<file path="config.mk">
export PLATFORM = sky130hd
export DESIGN_NAME = weapon_ctrl_flat
export DESIGN_NICKNAME = d
export VERILOG_FILES = /design/src/rtl/weapon_pkg.sv /design/src/rtl/weapon_ctrl_if.sv /design/src/rtl/weapon_timer.sv /design/src/rtl/weapon_ctrl.sv /design/src/flat_wrapper.sv
export SDC_FILE = /design/constraint.sdc
export NUM_CORES = 1
export LEC_CHECK = 0
export BUFFER_PORTS_ARGS = -buffer_cell sky130_fd_sc_hd__buf_2
export CAP_MARGIN = 40
export CORE_ASPECT_RATIO = 1.25
export CORE_MARGIN = 5
export CORE_UTILIZATION = 40
export DETAILED_ROUTE_END_ITERATION = 16
export PLACE_DENSITY = 0.58
export SYNTH_ARGS = -nofsm -noshare
export SYNTH_HDL_FRONTEND = slang
export SYNTH_HIERARCHICAL = 1
export SYNTH_SLANG_ARGS = --single-unit
</file>
<file path="constraint.sdc">
create_clock -name clk -period 4.2 [get_ports clk]
set_input_delay 0.42 -clock clk [delete_from_list [all_inputs] [get_ports clk]]
set_output_delay 0.42 -clock clk [all_outputs]
set_load 0.02 [all_outputs]
</file>
<file path="src/rtl/weapon_pkg.sv">
// Shared codes and helpers for the CY weapon engine: image codes, CY attack codes,
// inactive stage codes, weapon types and the attack FSM encoding.
package weapon_pkg;

   localparam logic [3:0] IMG_EMPTY   = 4'hF;

   localparam logic [3:0] CY_BACK     = 4'hA;
   localparam logic [3:0] CY_FRONT    = 4'hB;
   localparam logic [3:0] CY_LEFT     = 4'hC;
   localparam logic [3:0] CY_RIGHT    = 4'hD;

   localparam logic [3:0] STAGE_INIT  = 4'h0;
   localparam logic [3:0] STAGE_OVER  = 4'hE;
   localparam logic [3:0] STAGE_WIN   = 4'hF;

   localparam logic [2:0] TYPE_WOODEN = 3'd0;
   localparam logic [2:0] TYPE_BASYS  = 3'd1;
   localparam logic [2:0] TYPE_CAR    = 3'd2;

   typedef enum logic [1:0] {ST_IDLE, ST_ACTIVE, ST_COOLDOWN} fsm_e;

   // Encoding doubles as the low two bits of the image code.
   typedef enum logic [1:0] {
      DIR_FRONT = 2'd0,
      DIR_BACK  = 2'd1,
      DIR_LEFT  = 2'd2,
      DIR_RIGHT = 2'd3
   } dir_e;

   function automatic logic is_attack(input logic [3:0] cy);
      return cy inside {CY_BACK, CY_FRONT, CY_LEFT, CY_RIGHT};
   endfunction

   function automatic dir_e cy_dir(input logic [3:0] cy);
      case (cy)
         CY_BACK:  return DIR_BACK;
         CY_LEFT:  return DIR_LEFT;
         CY_RIGHT: return DIR_RIGHT;
         default:  return DIR_FRONT;
      endcase
   endfunction

   function automatic logic stage_active(input logic [3:0] stage);
      return !(stage inside {STAGE_INIT, STAGE_OVER, STAGE_WIN});
   endfunction

   function automatic logic [3:0] img_code(input logic [1:0] wtype, input dir_e dir);
      return {wtype, dir};
   endfunction

endpackage

</file>
<file path="src/rtl/weapon_ctrl_if.sv">
// Controller-side bus of the weapon engine. The hit input exists only when
// WEAPON_HIT_EN is defined.
interface weapon_ctrl_if #(parameter int COORD_W = 10);

   logic [2:0]         type_i;
   logic [3:0]         state_cy_i;
   logic [COORD_W-1:0] pos_h_cy_i;
   logic [COORD_W-1:0] pos_v_cy_i;
   logic [3:0]         stage_i;
`ifdef WEAPON_HIT_EN
   logic               hit_i;
`endif
   logic [3:0]         state_o;
   logic [COORD_W-1:0] pos_h_o;
   logic [COORD_W-1:0] pos_v_o;
   logic               busy_o;

   modport master (
      output type_i, state_cy_i, pos_h_cy_i, pos_v_cy_i, stage_i,
`ifdef WEAPON_HIT_EN
      output hit_i,
`endif
      input  state_o, pos_h_o, pos_v_o, busy_o
   );

   modport slave (
      input  type_i, state_cy_i, pos_h_cy_i, pos_v_cy_i, stage_i,
`ifdef WEAPON_HIT_EN
      input  hit_i,
`endif
      output state_o, pos_h_o, pos_v_o, busy_o
   );

endinterface

</file>
<file path="src/rtl/weapon_timer.sv">
// Loadable saturating down-counter shared by the swing and cooldown phases.
module weapon_timer #(parameter int W = 4) (
   input  logic         clk,
   input  logic         rst,
   input  logic         load_i,
   input  logic [W-1:0] value_i,
   input  logic         en_i,
   output logic         zero_o
);

   logic [W-1:0] cnt_q;

   // NOTE: async reset in the sensitivity list, and sequential state only ever takes <=.
   always_ff @(posedge clk or posedge rst) begin
      if (rst) begin
         cnt_q <= '0;
      end else if (load_i) begin
         cnt_q <= value_i;
      end else if (en_i && (cnt_q != '0)) begin
         cnt_q <= cnt_q - 1'b1;
      end
   end

   assign zero_o = (cnt_q == '0);

endmodule

</file>
<file path="src/rtl/weapon_ctrl.sv">
// Weapon engine for CY: latched attack FSM (IDLE/ACTIVE/COOLDOWN), melee swing and
// travelling car projectile. Define WEAPON_HIT_EN to let a hit report end an attack early.
module weapon_ctrl
   import weapon_pkg::*;
#(
   parameter int COORD_W      = 10,
   parameter int OFFSET       = 20,
   parameter int SWING_CYC    = 8,
   parameter int COOLDOWN_CYC = 16,
   parameter int PROJ_STEP    = 4,
   parameter int H_MAX        = 639,
   parameter int V_MAX        = 479
) (
   input  logic         clk,
   input  logic         rst,
   weapon_ctrl_if.slave bus
);

   localparam int TMR_MAX = (SWING_CYC > COOLDOWN_CYC) ? SWING_CYC : COOLDOWN_CYC;
   localparam int TMR_W   = (TMR_MAX > 1) ? $clog2(TMR_MAX) : 1;

   localparam logic [COORD_W-1:0] OFF    = COORD_W'(OFFSET);
   localparam logic signed [COORD_W:0] STEP_S = (COORD_W+1)'(PROJ_STEP);
   localparam logic signed [COORD_W:0] HMAX_S = (COORD_W+1)'(H_MAX);
   localparam logic signed [COORD_W:0] VMAX_S = (COORD_W+1)'(V_MAX);

   fsm_e               fsm_q;
   logic [3:0]         state_q;
   logic [COORD_W-1:0] pos_h_q, pos_v_q;
   logic               busy_q;
   logic [1:0]         type_q;
   dir_e               dir_q;

   logic               stage_act, attack_req, is_proj, hit_act, active_done;
   dir_e               cy_dir_d;
   logic signed [COORD_W:0] step_h, step_v, proj_h_d, proj_v_d;
   logic               proj_out;
   logic               tmr_load, tmr_en, tmr_zero;
   logic [TMR_W-1:0]   tmr_val;

   function automatic logic [COORD_W-1:0] off_h(input logic [COORD_W-1:0] h, input dir_e d);
      case (d)
         DIR_LEFT:  return h + OFF;
         DIR_RIGHT: return h - OFF;
         default:   return h;
      endcase
   endfunction

   function automatic logic [COORD_W-1:0] off_v(input logic [COORD_W-1:0] v, input dir_e d);
      case (d)
         DIR_BACK:  return v - OFF;
         DIR_FRONT: return v + OFF;
         default:   return v;
      endcase
   endfunction

   assign stage_act  = stage_active(bus.stage_i);
   assign attack_req = (bus.type_i <= TYPE_CAR) && is_attack(bus.state_cy_i);
   assign cy_dir_d   = cy_dir(bus.state_cy_i);
   assign is_proj    = (type_q == 2'(TYPE_CAR));

`ifdef WEAPON_HIT_EN
   assign hit_act = bus.hit_i;
`else
   assign hit_act = 1'b0;
`endif

   // Projectile bounds are checked one bit wider and signed so a step past 0 cannot wrap.
   always_comb begin
      step_h = '0;
      step_v = '0;
      case (dir_q)
         DIR_LEFT:  step_h = STEP_S;
         DIR_RIGHT: step_h = -STEP_S;
         DIR_FRONT: step_v = STEP_S;
         DIR_BACK:  step_v = -STEP_S;
         default:   ;
      endcase
      proj_h_d = $signed({1'b0, pos_h_q}) + step_h;
      proj_v_d = $signed({1'b0, pos_v_q}) + step_v;
      proj_out = (proj_h_d < 0) || (proj_h_d > HMAX_S) ||
                 (proj_v_d < 0) || (proj_v_d > VMAX_S);
   end

   assign active_done = hit_act || (is_proj ? proj_out : tmr_zero);

   // NOTE: every output of an always_comb gets a default first, so no latch is inferred.
   always_comb begin
      tmr_load = 1'b0;
      tmr_en   = 1'b0;
      tmr_val  = '0;
      if (!stage_act) begin
         tmr_load = 1'b1;
      end else begin
         case (fsm_q)
            ST_IDLE: if (attack_req) begin
               tmr_load = 1'b1;
               tmr_val  = TMR_W'(SWING_CYC - 1);
            end
            ST_ACTIVE: if (active_done) begin
               tmr_load = 1'b1;
               tmr_val  = TMR_W'(COOLDOWN_CYC - 1);
            end else begin
               tmr_en = 1'b1;
            end
            ST_COOLDOWN: tmr_en = 1'b1;
            default: ;
         endcase
      end
   end

   weapon_timer #(.W(TMR_W)) u_timer (
      .clk     (clk),
      .rst     (rst),
      .load_i  (tmr_load),
      .value_i (tmr_val),
      .en_i    (tmr_en),
      .zero_o  (tmr_zero)
   );

   // Outputs are registered with the values belonging to the state being entered.
   always_ff @(posedge clk or posedge rst) begin
      if (rst) begin
         fsm_q   <= ST_IDLE;
         state_q <= IMG_EMPTY;
         pos_h_q <= '0;
         pos_v_q <= '0;
         busy_q  <= 1'b0;
         type_q  <= '0;
         dir_q   <= DIR_FRONT;
      end else if (!stage_act) begin
         fsm_q   <= ST_IDLE;
         state_q <= IMG_EMPTY;
         pos_h_q <= bus.pos_h_cy_i;
         pos_v_q <= bus.pos_v_cy_i;
         busy_q  <= 1'b0;
      end else begin
         case (fsm_q)
            ST_IDLE: begin
               if (attack_req) begin
                  fsm_q   <= ST_ACTIVE;
                  type_q  <= bus.type_i[1:0];
                  dir_q   <= cy_dir_d;
                  state_q <= img_code(bus.type_i[1:0], cy_dir_d);
                  pos_h_q <= off_h(bus.pos_h_cy_i, cy_dir_d);
                  pos_v_q <= off_v(bus.pos_v_cy_i, cy_dir_d);
                  busy_q  <= 1'b1;
               end else begin
                  state_q <= IMG_EMPTY;
                  pos_h_q <= bus.pos_h_cy_i;
                  pos_v_q <= bus.pos_v_cy_i;
                  busy_q  <= 1'b0;
               end
            end
            ST_ACTIVE: begin
               if (active_done) begin
                  fsm_q   <= ST_COOLDOWN;
                  state_q <= IMG_EMPTY;
                  pos_h_q <= bus.pos_h_cy_i;
                  pos_v_q <= bus.pos_v_cy_i;
               end else if (is_proj) begin
                  pos_h_q <= proj_h_d[COORD_W-1:0];
                  pos_v_q <= proj_v_d[COORD_W-1:0];
               end else begin
                  pos_h_q <= off_h(bus.pos_h_cy_i, dir_q);
                  pos_v_q <= off_v(bus.pos_v_cy_i, dir_q);
               end
            end
            ST_COOLDOWN: begin
               state_q <= IMG_EMPTY;
               pos_h_q <= bus.pos_h_cy_i;
               pos_v_q <= bus.pos_v_cy_i;
               if (tmr_zero) begin
                  fsm_q  <= ST_IDLE;
                  busy_q <= 1'b0;
               end
            end
            default: begin
               fsm_q   <= ST_IDLE;
               state_q <= IMG_EMPTY;
               busy_q  <= 1'b0;
            end
         endcase
      end
   end

   assign bus.state_o = state_q;
   assign bus.pos_h_o = pos_h_q;
   assign bus.pos_v_o = pos_v_q;
   assign bus.busy_o  = busy_q;

endmodule

</file>
<file path="src/flat_wrapper.sv">
// flat-port wrapper written by rule: the top's interface ports become plain ports
module weapon_ctrl_flat import weapon_pkg::*;
#(
   parameter int COORD_W      = 10,
   parameter int OFFSET       = 20,
   parameter int SWING_CYC    = 8,
   parameter int COOLDOWN_CYC = 16,
   parameter int PROJ_STEP    = 4,
   parameter int H_MAX        = 639,
   parameter int V_MAX        = 479
)
  (clk, rst, bus_type_i, bus_state_cy_i, bus_pos_h_cy_i, bus_pos_v_cy_i, bus_stage_i, bus_state_o, bus_pos_h_o, bus_pos_v_o, bus_busy_o);
  weapon_ctrl_if #(.COORD_W(COORD_W)) bus_i ();
  input  logic clk;
  input  logic rst;
  input wire logic [$bits(bus_i.type_i)-1:0] bus_type_i;
  input wire logic [$bits(bus_i.state_cy_i)-1:0] bus_state_cy_i;
  input wire logic [$bits(bus_i.pos_h_cy_i)-1:0] bus_pos_h_cy_i;
  input wire logic [$bits(bus_i.pos_v_cy_i)-1:0] bus_pos_v_cy_i;
  input wire logic [$bits(bus_i.stage_i)-1:0] bus_stage_i;
  output wire logic [$bits(bus_i.state_o)-1:0] bus_state_o;
  output wire logic [$bits(bus_i.pos_h_o)-1:0] bus_pos_h_o;
  output wire logic [$bits(bus_i.pos_v_o)-1:0] bus_pos_v_o;
  output wire logic [$bits(bus_i.busy_o)-1:0] bus_busy_o;
  assign bus_i.type_i = bus_type_i;
  assign bus_i.state_cy_i = bus_state_cy_i;
  assign bus_i.pos_h_cy_i = bus_pos_h_cy_i;
  assign bus_i.pos_v_cy_i = bus_pos_v_cy_i;
  assign bus_i.stage_i = bus_stage_i;
  assign bus_state_o = bus_i.state_o;
  assign bus_pos_h_o = bus_i.pos_h_o;
  assign bus_pos_v_o = bus_i.pos_v_o;
  assign bus_busy_o = bus_i.busy_o;
  weapon_ctrl #(.COORD_W(COORD_W), .OFFSET(OFFSET), .SWING_CYC(SWING_CYC), .COOLDOWN_CYC(COOLDOWN_CYC), .PROJ_STEP(PROJ_STEP), .H_MAX(H_MAX), .V_MAX(V_MAX)) u_core (.clk(clk), .rst(rst), .bus(bus_i));
endmodule
</file>
==> metrics.yaml <==
finish:
  num_antenna_cells: 0
  final_cells: 739
  nets: 667
  syn_to_final_growth_pct: 13.5
  seqCellArea_sq_um: 881
  multi_input_area_sq_um: 3070
  nFillCells: 1060
  drive_gt1_share_pct: 16.5
global_routing:
  grt_usage_pct: 22.6
  grt_max_degree: 32
  antenna_found_initial: 0
  overflow: 0
  grt_pass1_vias: 4226
  grt_pass1_wl_microns: 22600
synthesis:
  ys_types: 72
  async_flop_share_pct: 100
  ys.flop_type: "dfrtp_1"
  avgSynthCellArea_sq_um: 7.44
  synth-edff-count: 0
  syn_inst: 566
  syn_nets: 627
  synth_warnings: 6
  synth_seq_cells: 35
  ys_seq_area_share_pct: 20.9
  syn_area_sq_um: 4210
power_and_ir_drop:
  p_sw_mw: 2.06
  ir_drop_uv: 309
  clockPowerShare_pct: 11.3
  p_seq_share_pct: 15.9
  power.leakage_nw: 2.08
  p_comb_share_pct: 72.8
  switching_share_pct: 52.4
  powerDensity_nw_per_um2: 822
  p_int_mw: 1.87
  total_power_mw: 3.93
critical_path:
  start_kind: "register"
  crit_arrival_ns: 4.01
  ff2ff_setup_slack_ns: 0.35
  crit_type: "register to register"
  cp-end-kind: "register"
  crit_chain: "buf_4, and2_1, ha_1, a21o_1, a21o_1, a221o_1, mux2i_1, o2111a_2, a21oi_4, a21oi_2, nor4b_2, nor3b_1, a221o_1"
  crit_required_ns: 4.36
  cpMaxStageDelayCell: "and2_1"
  cp_max_fo: 19
  max_stage_delay_ns: 0.42
route:
  vias: 4511
  wire_per_inst_microns: 19.7
  first_iter_violations: 374
  drc: 0
  antenna_left: 0
  dr.pass1.iters: 5
  routed_wl_microns: 14600
  via_per_inst: 6.10
floorplanning:
  core_sq_um: 10500
  die_y_microns: 125
  ios: 58
  die_w_microns: 102
  dieArea_sq_um: 12700
  start_util_pct: 40.3
  std_cell_rows: 42
place:
  portBuffers: 57
  dp.final_hpwl_microns: 10900
  place.gp.congestion: 0.951
  dp.cells: 731
  place_ws_ns: 0.146
sta:
  max_freq_mhz: 260
  tns_ns: 0
  min_period_ns: 3.85
  worst_slack_ns: 0.354
  worstMarginPinSlew_ns: 0.938
  hold_viol: 0
  finalCritPeriodShare_pct: 91.6
  setup_viol: 0
  slew_headroom_pct: 37.0
  skew_ns: 0.00419
  grt_setup_unrepaired: "no"
  slew_violations: 0
clock_network:
  insertion_delay_ns: 0.29
  numCtsBuffers: 5
  clock-sinks: 35
  htreeDepth: 2
  cts-root-buf: "clkbuf_16"
  cts_tree: "done"
  cts_buffer_depth: 2
  hold_buffers: 0
  cts.clk_slew.worst_paths_ns: 0.06
outcome:
  status: "complete, no violations"
min_path:
  hp-class: "input pin to async pin"
run:
  max_cap_violations: 0
## cell families after synthesis
kind of cell,synth area share (%)
muxes,4.40
xor gates and xnor gates,6.86
and+or+nand+nor,22.9
buffers and inverters,6.27
DFF,20.9
adders and majority gates,8.67
AOI/OAI and AO/OA,29.9
## power groups by stage
| stage | Clock [mW] | Combinational, mW | Sequential, mW |
|---|---|---|---|
| floorplan | 0 | 1.96 | 0.711 |
| finish | 0.444 | 2.86 | 0.623 |
| global placement | 0 | 2.77 | 0.627 |
| CTS | 0.457 | 2.82 | 0.625 |
| global route | 0.470 | 3.12 | 0.645 |
| detailed placement | 0 | 2.80 | 0.631 |
## cells in the final DEF, fill, tap and decap left out, drive strengths merged, types with 5 or more instances in the layout
cell | Yosys | layout
mux2i | 14 | 14
dfrtp | 31 | 31
xnor2 | 15 | 15
nand2 | 49 | 49
buf | 7 | 68
o21ai | 38 | 38
inv | 32 | 32
nor2b | 7 | 7
nor3 | 21 | 21
nand3 | 10 | 10
nand2b | 8 | 8
a211oi | 10 | 10
a221oi | 5 | 5
o211ai | 11 | 11
nor2 | 63 | 63
a2bb2oi | 5 | 5
a21oi | 51 | 51
ha | 26 | 26
o22ai | 10 | 10
or3 | 5 | 5
xor2 | 18 | 18
o221ai | 5 | 5
a21o | 8 | 8
clkbuf | 28 | 6
a31oi | 12 | 12
## flip-flops by register name (all words and copies together), names as in the netlist
name	count
u_core/fsm_q	2
u_core/bus.state_o	4
u_core/bus.pos_v_o	10
u_core/type_q	2
u_core/dir_q	2
u_core/u_timer/cnt_q	4
u_core/bus.pos_h_o	10
u_core/bus.busy_o	1
## per-layer routing
| layer | track usage (%) | up-vias | share of wire, % |
|---|---|---|---|
| met1 | 26.8 | 2138 | 39 |
| li1 | - | 2162 | - |
| met5 | 0 | - | 0 |
| met3 | 3.03 | 43 | 5.0 |
| met2 | 39.0 | 168 | 51 |
| met4 | 11.6 | 0 | 4.5 |
## worst paths after layout
path	from	end	cells past startpoint
setup / recovery	u_core/dir_q[1]	u_core/u_timer/cnt_q[3]	13
min in group clk	bus_pos_h_cy_i[1]	u_core/bus.pos_h_o[1]	3
hold / removal	rst	u_core/u_timer/cnt_q[0]	2
setup reg to reg	u_core/dir_q[1]	u_core/u_timer/cnt_q[3]	13
max in group asynchronous	rst	u_core/bus.state_o[0]	3
hold reg to reg	u_core/bus.pos_v_o[1]	u_core/bus.pos_v_o[1]	2
## what timing repair did
action	4_1_cts	5_1_grt
resized for setup	0	2
setup endpoints to repair	0	1
setup buffers	0	0
## cell type report
type	instances	area share, %
multi-input cells	464	64.3
inverters	32	2.51
well taps	132	3.46
repair buffers	68	7.70
flip-flops and latches	35	18.4
clock buffers	6	2.91
clock inverters	2	0.733
## worst max-delay path: cells and delay by family (launching register included)
family          cells  cell delay (ns)
fa+ha+maj           1             0.39
mux                 1             0.15
buf+inv             1             0.24
compound gates      7             1.79
simple gates        3             0.81
flops               1             0.34
## cell usage after synthesis (all sizes together) (11+ instances only)
cell type	count	area [sq um]
a21oi	51	270
nor2	63	236
o211ai	11	87.6
ha	26	325
clkbuf	28	105
o21ai	38	190
nor3	21	105
nand2	49	184
a31oi	12	75.1
inv	32	120
mux2i	14	140
dfrtp	31	776
xnor2	15	131
xor2	18	158
## stage by stage
stage,hold slack (ns),util (%),cell area [sq um]
2_1_floorplan,0.186,-,4210
3_3_place_gp,0.322,44.0,4600
3_5_place_dp,0.320,44.0,4600
4_1_cts,0.0144,45.7,4770
5_1_grt,0.0233,45.7,4780
6_report,0.0153,45.7,4780
Note: power is estimated with default switching activity, not from simulation.
